## config.mk

```make
export PLATFORM = sky130hd
export DESIGN_NAME = hist_cdf_sequencer
export DESIGN_NICKNAME = d
export VERILOG_FILES = /design/src/rtl/hist_cdf_sequencer.sv
export SDC_FILE = /design/constraint.sdc
export NUM_CORES = 1
export LEC_CHECK = 0
export ABC_CLOCK_PERIOD_IN_PS = 3000
export BUFFER_PORTS_ARGS = -buffer_cell sky130_fd_sc_hd__buf_2
export CAP_MARGIN = 5
export CORE_MARGIN = 2
export CORE_UTILIZATION = 40
export CTS_CLUSTER_DIAMETER = 80
export DETAILED_ROUTE_END_ITERATION = 8
export GPL_TIMING_DRIVEN = 0
export PLACE_DENSITY = 0.57
export SYNTH_ARGS = -nofsm -noshare
export SYNTH_HDL_FRONTEND = slang
export SYNTH_SLANG_ARGS = --single-unit
```

## constraint.sdc

```tcl
create_clock -name clk -period 3 [get_ports clk]
set_clock_uncertainty 0.1 [all_clocks]
set_input_delay 0.15 -clock clk [delete_from_list [all_inputs] [get_ports clk]]
set_output_delay 0.15 -clock clk [all_outputs]
set_load 0.05 [all_outputs]
```

## src/rtl/hist_cdf_sequencer.sv

```systemverilog
// hist_cdf_sequencer
// Frame-level controller for the histogram block. Delays frame_done, issues
// end_of_frame, waits for the copy-complete pulse, then sweeps every bin of
// the output RAM and streams a running sum (CDF). Between frames the same
// read port serves single-bin host reads.
module hist_cdf_sequencer #(
    parameter int BINS         = 256,
    parameter int ADDR_W       = 8,
    parameter int DATA_W       = 16,
    parameter int CDF_W        = 24,
    parameter int EOF_DELAY    = 4,
    parameter int WAIT_TIMEOUT = 1023
) (
    input  logic              clk,
    input  logic              rst,
    input  logic              frame_done,
    output logic              hist_end_of_frame,
    input  logic              hist_out_valid,
    output logic [ADDR_W-1:0] hist_addr,
    input  logic [DATA_W-1:0] hist_data,
    input  logic              host_req,
    input  logic [ADDR_W-1:0] host_addr,
    output logic [DATA_W-1:0] host_data,
    output logic              host_ack,
    output logic              cdf_valid,
    output logic [ADDR_W-1:0] cdf_bin,
    output logic [CDF_W-1:0]  cdf_value,
    output logic              cdf_last,
    output logic              busy,
    output logic              overflow,
    output logic              timeout
);

    // One shared counter covers the EOF delay, the wait timeout, the sweep
    // address (needs one extra bit to hold BINS) and the drain.
    localparam int CNT_LIM = (WAIT_TIMEOUT > BINS) ? WAIT_TIMEOUT : BINS;
    localparam int CNT_MAX = (CNT_LIM > EOF_DELAY) ? CNT_LIM : EOF_DELAY;
    localparam int CNT_W   = $clog2(CNT_MAX + 1) + 1;

    typedef enum logic [2:0] {
        IDLE,
        HOST_RD,
        EOF_DLY,
        WAIT_HIST,
        SWEEP,
        DRAIN
    } state_t;

    state_t            state_reg, state_next;
    logic [CNT_W-1:0]  cnt_reg, cnt_next;
    logic              pending_reg, pending_next;
    logic              overflow_reg, overflow_next;
    logic              timeout_reg, timeout_next;
    logic              eof_reg, eof_next;
    logic [ADDR_W-1:0] addr_reg, addr_next;
    logic [DATA_W-1:0] host_data_reg, host_data_next;
    logic              ack_reg, ack_next;
    // Read pipeline: stage 1 = address registered, stage 2 = BRAM sampled it.
    logic              rd_v1_reg, rd_v1_next;
    logic              rd_v2_reg, rd_v2_next;
    logic [ADDR_W-1:0] bin2_reg, bin2_next;
    logic [CDF_W-1:0]  acc_reg, acc_next;
    logic              cdf_valid_reg, cdf_valid_next;
    logic [ADDR_W-1:0] cdf_bin_reg, cdf_bin_next;
    logic [CDF_W-1:0]  cdf_value_reg, cdf_value_next;
    logic              cdf_last_reg, cdf_last_next;
    logic [CDF_W-1:0]  sum;

    assign busy = (state_reg != IDLE) && (state_reg != HOST_RD);

    // State and datapath registers, cleared asynchronously by rst low.
    always_ff @(posedge clk or negedge rst) begin
        if (!rst) begin
            state_reg     <= IDLE;
            cnt_reg       <= '0;
            pending_reg   <= 1'b0;
            overflow_reg  <= 1'b0;
            timeout_reg   <= 1'b0;
            eof_reg       <= 1'b0;
            addr_reg      <= '0;
            host_data_reg <= '0;
            ack_reg       <= 1'b0;
            rd_v1_reg     <= 1'b0;
            rd_v2_reg     <= 1'b0;
            bin2_reg      <= '0;
            acc_reg       <= '0;
            cdf_valid_reg <= 1'b0;
            cdf_bin_reg   <= '0;
            cdf_value_reg <= '0;
            cdf_last_reg  <= 1'b0;
        end else begin
            state_reg     <= state_next;
            cnt_reg       <= cnt_next;
            pending_reg   <= pending_next;
            overflow_reg  <= overflow_next;
            timeout_reg   <= timeout_next;
            eof_reg       <= eof_next;
            addr_reg      <= addr_next;
            host_data_reg <= host_data_next;
            ack_reg       <= ack_next;
            rd_v1_reg     <= rd_v1_next;
            rd_v2_reg     <= rd_v2_next;
            bin2_reg      <= bin2_next;
            acc_reg       <= acc_next;
            cdf_valid_reg <= cdf_valid_next;
            cdf_bin_reg   <= cdf_bin_next;
            cdf_value_reg <= cdf_value_next;
            cdf_last_reg  <= cdf_last_next;
        end
    end

    // Next-state, read pipeline and CDF accumulation.
    always_comb begin
        state_next     = state_reg;
        cnt_next       = cnt_reg;
        pending_next   = pending_reg;
        overflow_next  = overflow_reg;
        timeout_next   = timeout_reg;
        eof_next       = 1'b0;
        addr_next      = addr_reg;
        host_data_next = host_data_reg;
        ack_next       = 1'b0;
        rd_v1_next     = 1'b0;
        rd_v2_next     = rd_v1_reg;
        bin2_next      = addr_reg;
        acc_next       = acc_reg;
        cdf_valid_next = rd_v2_reg;
        cdf_bin_next   = cdf_bin_reg;
        cdf_value_next = cdf_value_reg;
        cdf_last_next  = 1'b0;
        sum            = acc_reg + CDF_W'(hist_data);

        // Stage 2 of the read pipeline: RAM data is valid for this edge.
        if (rd_v2_reg) begin
            cdf_bin_next   = bin2_reg;
            cdf_value_next = sum;
            cdf_last_next  = (bin2_reg == ADDR_W'(BINS - 1));
            acc_next       = sum;
        end

        // Frames that land while one is in flight are dropped and flagged.
        if (frame_done && busy) begin
            overflow_next = 1'b1;
        end

        case (state_reg)
            IDLE: begin
                if (frame_done || pending_reg) begin
                    if (frame_done && pending_reg) begin
                        overflow_next = 1'b1;
                    end
                    pending_next = 1'b0;
                    cnt_next     = '0;
                    state_next   = EOF_DLY;
                end else if (host_req && !ack_reg) begin
                    // Address goes out on this edge; ack two edges later.
                    addr_next  = host_addr;
                    cnt_next   = '0;
                    state_next = HOST_RD;
                end
            end
            HOST_RD: begin
                if (frame_done) begin
                    if (pending_reg) begin
                        overflow_next = 1'b1;
                    end
                    pending_next = 1'b1;
                end
                if (cnt_reg == CNT_W'(1)) begin
                    host_data_next = hist_data;
                    ack_next       = 1'b1;
                    state_next     = IDLE;
                end else begin
                    cnt_next = cnt_reg + CNT_W'(1);
                end
            end
            EOF_DLY: begin
                if (cnt_reg == CNT_W'(EOF_DELAY)) begin
                    eof_next   = 1'b1;
                    cnt_next   = '0;
                    state_next = WAIT_HIST;
                end else begin
                    cnt_next = cnt_reg + CNT_W'(1);
                end
            end
            WAIT_HIST: begin
                if (hist_out_valid) begin
                    cnt_next   = '0;
                    acc_next   = '0;
                    state_next = SWEEP;
                end else if (cnt_reg == CNT_W'(WAIT_TIMEOUT - 1)) begin
                    timeout_next = 1'b1;
                    state_next   = IDLE;
                end else begin
                    cnt_next = cnt_reg + CNT_W'(1);
                end
            end
            SWEEP: begin
                if (cnt_reg == CNT_W'(BINS)) begin
                    cnt_next   = '0;
                    state_next = DRAIN;
                end else begin
                    addr_next  = cnt_reg[ADDR_W-1:0];
                    rd_v1_next = 1'b1;
                    cnt_next   = cnt_reg + CNT_W'(1);
                end
            end
            DRAIN: begin
                if (cnt_reg == CNT_W'(1)) begin
                    state_next = IDLE;
                end else begin
                    cnt_next = cnt_reg + CNT_W'(1);
                end
            end
            default: state_next = IDLE;
        endcase
    end

    assign hist_end_of_frame = eof_reg;
    assign hist_addr         = addr_reg;
    assign host_data         = host_data_reg;
    assign host_ack          = ack_reg;
    assign cdf_valid         = cdf_valid_reg;
    assign cdf_bin           = cdf_bin_reg;
    assign cdf_value         = cdf_value_reg;
    assign cdf_last          = cdf_last_reg;
    assign overflow          = overflow_reg;
    assign timeout           = timeout_reg;

endmodule

```

-- Word-level counts from Yosys, hierarchy flattened
Index checks and enable logic that the tools add are counted.
- flip-flop bits (word level): 111
- bits in latches: 0
- memory bits (writable): 0
- memory bits (read-only): 0
- bits of input ports: 29
- word-level logic and storage cells: 100
- memories: 0
- $add $sub $neg: 2
- multipliers: 0
- divide/modulo/power cells: 0
- order comparisons: 0
- equality and inequality tests: 23
- shift-type cells: 0
- multiplexer cells: 39
- bitwise gates (word level): 1
- reductions and logical operators: 18
- operators by type and width (cell ; number):
    $mux 11 ; 7
    $mux 24 ; 3
    $pmux 11 s5 ; 1
    $add 24x16->24 ; 1
    $mux 8 ; 3
    $mux 3 ; 7
    $ne 2x2->1 const B ; 8
    $pmux 8 s2 ; 1
    $pmux 3 s5 ; 1
    $mux 1 ; 14
    $add 11x1->11 const B ; 1
    $eq 11x1->1 const B ; 1
    $eq 11x10->1 const B ; 1
    $eq 11x3->1 const B ; 1
    $eq 11x9->1 const B ; 1
    $ne 3x3->1 const B ; 3
    $eq 8x8->1 const B ; 1
    $reduce_and 4->1 ; 2
    $eq 3x2->1 const B ; 2
    $eq 3x3->1 const B ; 2
    $reduce_and 3->1 ; 2
    $reduce_and 5->1 ; 1
    $reduce_bool 5->1 ; 1
    $logic_and 1x1->1 ; 4
    other kinds (12) ; 14

-- Depth between registers and ports, before layout
Gate-level depths: netlist of the first run.
- depth after elaboration: 7
- mapped depth: 9

-- Worst setup path after synthesis of the first run
Ideal clock, no wire load.
- path kind: register -> register
- from: register acc_reg[0]
- to: register acc_reg[14]
- library setup time: 78 ps
- arrival time: 2228 ps
- setup slack: 594 ps
- stages on the path, launching flop included: 9
- path buffers: 0
- period minus slack after synthesis: 2406 ps
- path through: dfrtp_1 > ha_1 > fa_1 > a21oi_1 > o211ai_1 > a21o_2 > a311oi_1 > mux2_2 > a21oi_1
- word-level cells in the longest chain between the ends: 4
- RTL lines (item ; RTL line ; source):
    from (decl) ; 62 ; logic [CDF_W-1:0] acc_reg, acc_next;
    from (signal assigned) ; 104 ; acc_reg <= acc_next;
    $add 24x16->24 (*) ; 131 ; sum = acc_reg + CDF_W'(hist_data);
    $mux 24 (*) ; 134 ; if (rd_v2_reg) begin
    $mux 24 ; 187 ; if (hist_out_valid) begin
    $mux 24 (*) ; 146 ; case (state_reg)
    named net acc_next[14] ; 62 ;
Mark *: on every way through the listed nets, which the timed path passes. The rest lies on a longest branch.
A chain may end at the register's enable or synchronous reset.

-- Worst setup path in the final report of the first run
- from: input port hist_data[0]
- to: register acc_reg[14]
- word-level cells in the longest chain between the ends: 4
- RTL lines (item ; RTL line ; source):
    from (decl) ; 20 ; input logic [DATA_W-1:0] hist_data,
    $add 24x16->24 (*) ; 131 ;
    $mux 24 (*) ; 134 ;
    $mux 24 ; 187 ;
    $mux 24 (*) ; 146 ;
    named net acc_next[14] ; 62 ;
Marked as above.

==> metrics, run 1 <==
run status finished clean; Hold Crit Class input port to register; Mean Syn Cell Area about 10 sq um; worst slew pin tran 0.694 ns; worst setup path endpoint acc_reg[14]$_DFF_PN0_; worst skew pair latency roughly 0.36 ns; arrival time worst endpoint a little under 3 ns; placed insts ~830; post-route DRC violation count 0; die area between 15000 and 20000 sq um; Relative slew margins 53.8%; Max Freq ~360 MHz; main combinational cell family by area after synthesis simple AND/OR/NAND/NOR gates; M1 WL roughly 6.4 mm; root buf cell clkbuf_16; Synth Instances roughly 550; fillers approximately 1.3k; CP required between 3 and 4 ns; Non-Filler Instances 866; slowest stage cell, crit path dlygate4sd3_1; Iter 0 DRT Violations roughly 230; most common cell type on the critical path a21oi_1; Final nets 731; CP top delay family compound AO/OA/AOI/OAI gates; WS Path Type input port to register; number of synthesized flops with an enable pin 0; post-synthesis adder-cell area fraction 4.81%; count of final setup violators 0; drt wl/cell roughly 16 um; vias per cell ~5.3; CP startpoint kind input port; FP Rows between 40 and 50; antenna violations before repair 0; XOR/XNOR share of the synthesized area under 10%; Synth Area in Compound Gates 15.8%; Critical Path Stages 10; number of CTS-inserted buffers 9; core area 13800 sq um; post-layout min period around 2.7 ns; Power Dens Cells between 1000 and 1500 nW/um^2; first-pass GRT wire length around 23 mm; Top FF cell, synth dfrtp_1; Placer Congestion slightly below 0.9; Post-synth ARST share 100%; crit path buf inv count 2; R2R depth 7; worst r2r dst host_data[12]$_DFFE_PN0P_; Post-Route Setup TNS 0 ns; delay of the slowest cell on the worst path about 0.53 ns; layout cells sized above 1 between 20 and 25%; largest net degree at the start of global routing 72; Worst-path clk slew around 0.080 ns; Area contributors post-synth dfrtp_1 (49%), mux2_2 (5.4%), ha_1 (4.5%); post-synthesis simple-gate area fraction approximately 17%; met3 wire len ~460 um; Peak supply drop 0.000438 V; DRT Wirelength 14.2 mm; Hold Vio Cnt, Final 0; Yosys warning count 0; Die Span X roughly 120 um; IO Pins roughly 90; Final Max Slew Viols 0; Top Metal Used met4; Critical Path Source hist_data[0]; Cell Area, Synth approximately 5600 sq um; Final Cycle Share 91.6%; post-synth top area cell dfrtp_1; all-layer global routing usage roughly 20%; area delta synth->final 22.9%; Mapped Nets ~600; PortBufs between 90 and 100; Reg-to-Reg Start cnt_reg[1]$_DFFE_PN0P_; most frequent cells in the layout dfrtp_1 (111), buf_2 (94), nand2_1 (63), o21ai_0 (39), a21oi_1 (35); htree depth 3; top cell type's share of synthesized area 49.5%; vias in the first global route 4632; RSZ-0062 raised after global routing false; gr ovfl total 0; post-synth cell types between 60 and 70; wire length on met2 approximately 7.0 mm; flops & latches, synth around 110; Initial Util between 40% and 50%; crit-path max FO 6; Seq/Total Area, Yosys about 49%; crit path cell chain dlygate4sd3_1 > buf_2 > ha_1 > fa_1 > a21oi_1 > o211ai_1 > a21o_2 > a311oi_1 > mux2_2 > a21oi_1; maximum capacitance violations 0; CTS tree done; Die H approximately 120 um; router iterations before antenna repair 4; setup slack, reg-to-reg ~0.26 ns; CTS Buffer Depth 2; DP HPWL around 10 mm; post-synthesis mux area share under 10%; CP Capture Type register; remaining antenna violation count 0; most common cell after layout, fill and taps aside dfrtp_1; Lkg Pwr 0.00318 uW; clock sink count between 100 and 150; Antenna Cells 0; Vias 4600
-- worst min path at each step --
stage / from / end / slack, ns / depth (start not counted)
2_1_floorplan: rst / acc_reg[0]$_DFF_PN0_ / -0.25 / 0
3_3_place_gp: rd_v1_reg$_DFF_PN0_ / cdf_valid_next$_DFF_PN0_ / 0.24 / 0
3_5_place_dp: rst / host_data[1]$_DFFE_PN0P_ / 0.09 / 1
4_1_cts: host_addr[6] / hist_addr[6]$_DFFE_PN0P_ / 0.003 / 3
5_1_grt: host_addr[6] / hist_addr[6]$_DFFE_PN0P_ / 0.02 / 3
6_report: host_addr[6] / hist_addr[6]$_DFFE_PN0P_ / 0.004 / 3
-- cell families after synthesis --
logic type                 count (synthesis)
AOI/OAI and AO/OA                        134
xor gates and xnor gates                  13
adders and majority gates                 21
buffers and inverters                     47
DFF                                      111
muxes                                     38
and+or+nand+nor                          190
-- power by group --
| group | total (uW) | switching, uW | internal (uW) | leakage, uW |
|---|---|---|---|---|
| clock network | 1340 | 586 | 753 | 0.000162 |
| registers | 2380 | 321 | 2050 | 0.00142 |
| logic | 3840 | 2720 | 1120 | 0.00159 |
| total | 7560 | 3630 | 3930 | 0.00318 |
-- worst min-delay path, stage by stage --
cell and delay [ns]:
buf_2 0.08, mux2i_1 0.05, o21ai_0 0.14
-- stage by stage --
stage	util (%)	area (sq um)	power, uW	hold WS, ns	setup WS (ns)
floorplan	-	5620	5270	-0.246	0.594
global placement	45.7	6300	6150	0.237	0.268
detailed placement	45.9	6330	6240	0.0890	0.272
CTS	50.1	6900	7630	0.00258	0.234
global route	50.1	6900	8040	0.0231	0.0798
finish	50.1	6900	7560	0.00373	0.251
-- per-layer routing --
layer	GRT usage (%)	vias to the layer above
met3	3.67	21
li1	-	2239
met1	25.5	2242
met4	7.54	0
met5	0	-
met2	33.6	98
-- cell type report --
| class | count | area, sq um | share of cell area, % |
|---|---|---|---|
| clock inverters | 7 | 110 | 1.60 |
| flip-flops and latches | 111 | 2780 | 40.2 |
| repair buffers | 116 | 726 | 10.5 |
| clock buffers | 9 | 225 | 3.26 |
| well taps | 180 | 225 | 3.26 |
| multi-input cells | 396 | 2650 | 38.4 |
| inverters | 25 | 93.8 | 1.36 |
| plain buffers | 22 | 95.1 | 1.38 |
-- timing repair --
item	in CTS	in global routing
resized for setup	0	0
endpoints found under the setup margin	0	0
buffers inserted	0	0
hold endpoints to repair	64	0
hold buffers	24	0
-- cells in the mapped netlist (11+ instances only) --
cell type,n
o21ai_0,39
a21oi_1,35
nor2_1,29
mux2i_1,11
clkbuf_1,11
dfrtp_1,111
nand3_1,22
ha_1,20
mux2_2,27
inv_1,25
nand2b_1,11
nand2_1,63
Note: power is estimated with default switching activity, not from simulation.
==> inputs of run 2 (changes only) <==
--- a/config.mk
+++ b/config.mk
@@ -13,6 +13,7 @@
 export CTS_CLUSTER_DIAMETER = 80
 export DETAILED_ROUTE_END_ITERATION = 8
 export GPL_TIMING_DRIVEN = 0
+export MAX_ROUTING_LAYER = met4
 export PLACE_DENSITY = 0.57
 export SYNTH_ARGS = -nofsm -noshare
 export SYNTH_HDL_FRONTEND = slang
==> metrics, run 2 (synthesis results as in run 1) <==
most common cell type on the critical path a21oi_1; vias per cell 5.32 (about the same); CP startpoint kind input port; post-layout min period 2.75 ns (-0.00141 ns); Peak supply drop 0.000438 V (about the same); M1 WL 6.43 mm (about the same); Final Max Slew Viols 0 (unchanged); Hold Crit Class input port to register; final worst slack 0.253 ns (+0.00141 ns); post-route cell area 6900 sq um (unchanged); placed insts 826 (unchanged); switching share of power 48.0% (about the same); Power Dens Cells 1090 nW/um^2 (about the same); wire length on met2 6.99 mm (+0.40%); Top Metal Used met4; IO Pins 92 (unchanged); worst skew pair latency 0.36 ns (about the same); met3 wire len 423 um (-8.6%); remaining antenna violation count 0 (unchanged); Max Freq 364 MHz (about the same); Relative slew margins 53.7% (about the same); crit-path max FO 6 (unchanged); CP required 3.17 ns (about the same); Post-Route Setup TNS 0 ns (unchanged); Multi-input gate area 2650 sq um (unchanged); run status finished clean; Worst-path clk slew 0.08 ns (about the same); CP top delay family compound AO/OA/AOI/OAI gates; DRT Wirelength 14.1 mm (-0.25%); post-route DRC violation count 0 (unchanged); all-layer global routing usage 20.5% (+0.56 points); router iterations before antenna repair 4 (unchanged); most common cell after layout, fill and taps aside dfrtp_1; RSZ-0062 raised after global routing false; root buf cell clkbuf_16; htree depth 3 (unchanged); first-pass GRT wire length 23.0 mm (about the same); register area 2780 sq um (unchanged); number of CTS-inserted buffers 9 (unchanged); cts repair resizes 0 (unchanged); PortBufs 91 (unchanged); Placer Congestion 0.909 (+1.7%); largest net degree at the start of global routing 72 (unchanged); WS Path Type input port to register; FP Rows 43 (unchanged); crit path buf inv count 2 (unchanged); Clock power frac 17.7% (about the same); Initial Util 40.8% (unchanged); NetSw 3630 uW (about the same); Final nets 731 (unchanged); fillers 1344 (unchanged); power share of the combinational group 50.9% (about the same); most frequent cells in the layout dfrtp_1 (111), buf_2 (94), nand2_1 (63), o21ai_0 (39), a21oi_1 (35); worst slew pin tran 0.694 ns (+0.0000687 ns); Place WS 0.272 ns (unchanged); Iter 0 DRT Violations 207 (-8.4%); Lkg Pwr 0.00318 uW (unchanged); Non-Filler Instances 866 (unchanged); slowest stage cell, crit path dlygate4sd3_1; cell-internal power 3930 uW (about the same); Die Span X 122 um (unchanged); count of final setup violators 0 (unchanged); vias in the first global route 4620 (-0.26%); CP Capture Type register; sequential power share 31.4% (about the same); arrival time worst endpoint 2.92 ns (about the same); Final Cycle Share 91.6% (about the same); Die H 122 um (unchanged); crit path cell chain dlygate4sd3_1 > buf_2 > ha_1 > fa_1 > a21oi_1 > o211ai_1 > a21o_2 > a311oi_1 > mux2_2 > a21oi_1; gr ovfl total 0 (unchanged); core area 13800 sq um (unchanged); maximum capacitance violations 0 (unchanged); CTS tree done; # Post-CTS Setup Buffers 0 (unchanged); CTS Buffer Depth 2 (unchanged); antenna violations before repair 0 (unchanged); Vias 4604 (+0.087%); placed cell areas 6330 sq um (unchanged); Hold Vio Cnt, Final 0 (unchanged); clock sink count 111 (unchanged); delay of the slowest cell on the worst path 0.53 ns (about the same); drt wl/cell 16.3 um (-0.25%); DP HPWL 10.3 mm (unchanged); Antenna Cells 0 (unchanged); layout cells sized above 1 21.9% (unchanged); area delta synth->final 22.9% (unchanged); die area 15000 sq um (unchanged)
## run 2: cell counts in the layout (fill, tap and decap cells not counted)
Identical to the previous run, type by type.
## run 2: final cells by class
cell class                 count  share of cell area (%)
sequential                   111                    40.2
multi-input combinational    396                    38.4
buffer                        22                    1.38
timing repair buffer         116                    10.5
clock buffer                   9                    3.26
tap                          180                    3.26
clock inverter                 7                    1.60
inverter                      25                    1.36
## run 2: worst min-delay path, stage by stage
cell and delay, ns:
buf_2 0.08, mux2i_1 0.05, o21ai_0 0.14
## run 2: what timing repair did
action	4_1_cts	5_1_grt
endpoints found under the hold margin	64	0
setup endpoints to repair	0	0
hold buffers	24	0
## run 2: final timing paths
path	depth (start not counted)	startpoint	endpoint	slack, ns
min in group asynchronous	2	rst	host_data[1]$_DFFE_PN0P_	0.22
min reg2reg	0	rd_v1_reg$_DFF_PN0_	cdf_valid_next$_DFF_PN0_	0.26
min	3	host_addr[6]	hist_addr[6]$_DFFE_PN0P_	0.006
max in group asynchronous	3	rst	cdf_value[13]$_DFFE_PN0P_	1.84
max	10	hist_data[0]	acc_reg[14]$_DFF_PN0_	0.25
max reg2reg	7	cnt_reg[1]$_DFFE_PN0P_	host_data[12]$_DFFE_PN0P_	0.26
## run 2: layer usage
layer	vias up	track usage, %
li1	2240	-
met3	20	3.39
met1	2251	25.5
met5	-	-
met4	0	7.54
met2	93	33.7
## run 2: stage by stage
step | hold WS [ns] | utilization (%) | power [uW]
CTS | 0.00258 | 50.1 | 7630
detailed placement | 0.0890 | 45.9 | 6240
finish | 0.00577 | 50.1 | 7560
global route | 0.0246 | 50.1 | 8040
floorplan | -0.246 | - | 5270
global placement | 0.237 | 45.7 | 6150
## run 2: power by group through the flow
stage / logic [uW] / registers [uW] / clock network [uW]
2_1_floorplan: 1610 / 3660 / 0
3_3_place_gp: 3770 / 2380 / 0
3_5_place_dp: 3830 / 2410 / 0
4_1_cts: 3870 / 2380 / 1380
5_1_grt: 4160 / 2450 / 1430
6_report: 3850 / 2380 / 1330
